--- config.mk ---
export PLATFORM = sky130hd
export DESIGN_NAME = sort_stream_tx
export DESIGN_NICKNAME = d
export VERILOG_FILES = /design/src/rtl/sort_stream_tx.sv
export SDC_FILE = /design/constraint.sdc
export NUM_CORES = 1
export LEC_CHECK = 0
export BUFFER_PORTS_ARGS = -buffer_cell sky130_fd_sc_hd__buf_4
export CAP_MARGIN = 30
export CORE_MARGIN = 4
export CORE_UTILIZATION = 60
export DETAILED_ROUTE_END_ITERATION = 6
export GPL_TIMING_DRIVEN = 1
export PLACE_DENSITY = 0.86
export RECOVER_POWER = 100
export SLEW_MARGIN = 20
export SYNTH_ARGS = -nofsm -noshare
export SYNTH_HDL_FRONTEND = slang
export SYNTH_SLANG_ARGS = --single-unit
--- constraint.sdc ---
create_clock -name clk -period 8.12 [get_ports clk]
set_input_delay 1.624 -clock clk [delete_from_list [all_inputs] [get_ports clk]]
set_output_delay 1.624 -clock clk [all_outputs]
set_load 0.02 [all_outputs]
--- src/rtl/sort_stream_tx.sv ---
// sort_stream_tx: captures a 5-word frame from the merge sorter on a load
// strobe and streams it out one word per cycle over valid/ready. The frame
// can be sent forward, reversed, or forward with adjacent duplicates dropped.
// sort_err flags a captured frame that is not ascending.
//
//   state | meaning
//   IDLE  | no frame held, waiting for load
//   SEND  | frame held, presenting words on the stream
module sort_stream_tx #(
    parameter int WIDTH = 16
) (
    input  logic             clk,
    input  logic             rst,
    input  logic             load,
    input  logic [WIDTH-1:0] din1,
    input  logic [WIDTH-1:0] din2,
    input  logic [WIDTH-1:0] din3,
    input  logic [WIDTH-1:0] din4,
    input  logic [WIDTH-1:0] din5,
    input  logic [1:0]       mod,
    output logic             busy,
    output logic             out_valid,
    input  logic             out_ready,
    output logic [WIDTH-1:0] out_data,
    output logic             out_last,
    output logic             sort_err
);

    typedef enum logic {IDLE, SEND} state_t;

    state_t           state;
    logic [WIDTH-1:0] seq    [5];
    logic [WIDTH-1:0] seq_in [5];
    logic [4:0]       keep;
    logic [4:0]       keep_in;
    logic [2:0]       idx;
    logic [2:0]       nxt_idx;
    logic             nxt_last;
    logic             first_last;
    logic             err_in;
    logic             hs;
    logic             load_ok;

    // Reorder the incoming frame into transmit order and mark which entries
    // are actually sent (duplicates of the previous word are skipped in mode 2).
    always_comb begin
        if (mod == 2'd1) begin
            seq_in[0] = din5;
            seq_in[1] = din4;
            seq_in[2] = din3;
            seq_in[3] = din2;
            seq_in[4] = din1;
        end else begin
            seq_in[0] = din1;
            seq_in[1] = din2;
            seq_in[2] = din3;
            seq_in[3] = din4;
            seq_in[4] = din5;
        end
        keep_in = 5'b11111;
        if (mod == 2'd2)
            keep_in = {din5 != din4, din4 != din3, din3 != din2, din2 != din1, 1'b1};
        first_last = ~|keep_in[4:1];
        err_in = (din1 > din2) | (din2 > din3) | (din3 > din4) | (din4 > din5);
    end

    // Lookahead: next kept entry after idx, and whether anything is kept beyond it.
    // The descending scan leaves the lowest qualifying index in nxt_idx.
    always_comb begin
        nxt_idx = idx;
        for (int i = 4; i >= 0; i--) begin
            if (3'(i) > idx && keep[i])
                nxt_idx = 3'(i);
        end
        nxt_last = 1'b1;
        for (int i = 0; i < 5; i++) begin
            if (3'(i) > nxt_idx && keep[i])
                nxt_last = 1'b0;
        end
    end

    assign hs      = out_valid & out_ready;
    assign load_ok = load & ((state == IDLE) | (hs & out_last));

    // Frame capture, word sequencing and registered stream outputs.
    always_ff @(posedge clk) begin
        if (rst) begin
            state     <= IDLE;
            busy      <= 1'b0;
            out_valid <= 1'b0;
            out_data  <= '0;
            out_last  <= 1'b0;
            sort_err  <= 1'b0;
            idx       <= '0;
            keep      <= '0;
        end else if (load_ok) begin
            state     <= SEND;
            seq       <= seq_in;
            keep      <= keep_in;
            idx       <= '0;
            busy      <= 1'b1;
            out_valid <= 1'b1;
            out_data  <= seq_in[0];
            out_last  <= first_last;
            sort_err  <= err_in;
        end else if (state == SEND && hs) begin
            if (out_last) begin
                state     <= IDLE;
                busy      <= 1'b0;
                out_valid <= 1'b0;
                out_last  <= 1'b0;
            end else begin
                idx      <= nxt_idx;
                out_data <= seq[nxt_idx];
                out_last <= nxt_last;
            end
        end
    end

endmodule

==> impl_metrics.json <==
{
  "hold_start": "seq[12]",
  "cap_violations": 2,
  "yosys.cell_types.count": 51,
  "fp-row-count": 37,
  "grt_max_degree": 113,
  "layout_commonest_cell": "nand2_1",
  "reg2reg_from": "out_last",
  "worstMarginPinSlew_ns": 2.87,
  "vias": 5473,
  "netlist_instances": 656,
  "die_width_um": 112,
  "relSlewSlack_pct": -91.6,
  "nNetsFinal": 898,
  "htreeDepth": 3,
  "grt_pass1_vias": 5695,
  "synth.cell_area_um2": 6500,
  "startpoint_type": "input port",
  "synth_seq_cells": 106,
  "powerDensity_nw_per_um2": 169,
  "min_path_type": "reg2reg",
  "p_leak_uw": 0.00312,
  "holdPathEnd": "out_data[12]",
  "ys_warn_count": 0,
  "total_power_uw": 1260,
  "finalCriticalPeriod_ns": 5.38,
  "vias_per_cell": 6.16,
  "post_drt_wl_per_cell_um": 19.6,
  "fin_util_pct": 71.3,
  "drc": 0,
  "port_buffers": 105,
  "syn_nets": 806,
  "ys_seq_area_share_pct": 45.0,
  "critPathRequiredTime_ns": 8.38,
  "avgSynthCellArea_um2": 9.90,
  "violations": "max-capacitance violations, max-slew violations",
  "dr.first_iter.drc_count": 386,
  "initial_core_util_pct": 62.4,
  "firstDrtPassIters": 5,
  "dieArea_um2": 12600,
  "antenna_found_initial": 0,
  "rsz0062_at_grt": "false",
  "ant_nets": 0,
  "async_flop_share_pct": 0,
  "cts_sinks": 106,
  "skew_ns": 0.0149,
  "ff2ff_path_depth": 5,
  "cts_buffers": 9,
  "crit_type": "in2reg",
  "fin_setup_tns_ns": 0,
  "postCtsSetupBuffers": 0,
  "clk_pin_slew_ns": 0.11,
  "final-setup-viol-count": 0,
  "ir_drop_mv": 0.0971,
  "fmax_mhz": 186,
  "hpwl_um": 12700,
  "grt_pass1_wl_um": 27800,
  "area_growth_pct": 14.3,
  "grt-ovfl-total": 0,
  "end_kind": "flop",
  "drive_gt1_share_pct": 16.1,
  "critPathArrivalTime_ns": 5.64,
  "drt_wl_total_um": 17400,
  "slew_violations": 110,
  "ios": 106,
  "layout_common_cells": "98 x nand2_1, 80 x edfxtp_1, 74 x o21ai_0",
  "clockRootBuffer": "clkbuf_8",
  "clockBufferDepth": 2,
  "core_um2": 10400,
  "fin_crit_sh_pct": 66.2,
  "outcome": "finished, violations left",
  "cp_max_fo": 77,
  "r2r_end": "seq[50]",
  "cts_tree": "done",
  "nFillCells": 792,
  "min_path_cells": 2,
  "clkLatencyLatePin_ns": 0.38,
  "rrSetupSlack_ns": 3.86,
  "hold_buffers": 0,
  "die_height_um": 112,
  "synth-edff-count": 80,
  "hold_violations": 0,
  "synth-main-ff-cell": "edfxtp_1",
  "antennaDiodeCount": 0,
  "gp_congestion": 0.904,
  "globalRouteTotalUtil_pct": 27.6,
  "cts_resized": 0
}
==> cell usage after synthesis (3+ instances only) <==
library cell,number,area [µm²]
nand2b_1,3,18.8
nand4_1,12,75.1
a221oi_2,9,135
a221oi_1,7,61.3
clkbuf_1,22,82.6
nor2b_1,8,50.1
mux2_2,16,180
nand3b_1,3,22.5
dfxtp_1,26,521
a211oi_1,7,52.6
a22o_1,16,140
buf_2,4,20.0
and2_1,3,18.8
nor2_1,21,78.8
nand2_1,98,368
a21oi_1,26,130
a311oi_1,19,166
o211ai_1,3,22.5
inv_1,67,251
edfxtp_1,80,2400
or3_1,16,100
nand3_1,5,25.0
o21ai_0,74,370
nor3_1,11,55.1
ha_1,64,801
==> critical path: stages <==
cell and delay, ns:
clkbuf_4 0.10, nand2b_1 0.91, clkbuf_1 2.09, o21ai_0 0.43
o21ai_0 0.36, a311oi_1 0.11
==> layout make-up <==
cell class | instances | area, µm² | area share (%)
Clock buffer | 9 | 124 | 1.67
Clock inverter | 7 | 76.3 | 1.03
Inverter | 67 | 251 | 3.39
Multi-Input combinational cell | 451 | 3170 | 42.6
Sequential cell | 106 | 2920 | 39.3
Tap cell | 136 | 170 | 2.29
Timing Repair Buffer | 113 | 717 | 9.65
==> where the power goes <==
group | internal (µW) | switching [µW] | total [µW]
logic | 113 | 175 | 289
registers | 618 | 16.8 | 635
clock network | 145 | 188 | 333
==> through the flow <==
step	instances	setup slack [ns]	cell area [µm²]	hold WS, ns
CTS	887	4.57	7570	0.539
global placement	869	4.24	7340	0.515
global route	889	2.23	7430	0.550
detailed placement	871	4.17	7370	0.524
floorplan	656	2.02	6500	0.490
finish	889	2.74	7430	0.538
==> cells by family after synthesis <==
kind of cell               synth area share, %
AOI/OAI and AO/OA                         19.7
adders and majority gates                 12.3
buffers and inverters                     6.28
DFF                                       45.0
muxes                                     2.77
and+or+nand+nor                           14.0
==> registers in the layout, indices dropped and copies added (netlist names) <==
| register | count |
|---|---|
| out_last | 1 |
| sort_err | 1 |
| seq | 80 |
| out_data | 16 |
| idx | 3 |
| state | 1 |
| keep | 4 |
==> routing by layer <==
metal | routed length (µm) | GRT usage [%] | vias to the layer above
met3 | 1290 | 4.58 | 53
met4 | 596 | 13.1 | 0
li1 | - | - | 2600
met2 | 8640 | 47.1 | 258
met1 | 6860 | 34.3 | 2562
met5 | 0 | 0 | -
==> how the worst max path moves through the flow <==
| stage | startpoint | slack, ns | endpoint |
|---|---|---|---|
| finish | mod[1] | 2.74 | out_data[1] |
| floorplan | out_ready | 2.02 | seq[0] |
| detailed placement | out_ready | 4.17 | seq[19] |
| global placement | out_ready | 4.24 | seq[3] |
| CTS | out_ready | 4.57 | seq[50] |
| global route | mod[1] | 2.23 | out_data[11] |
Note: power is estimated with default switching activity, not from simulation.
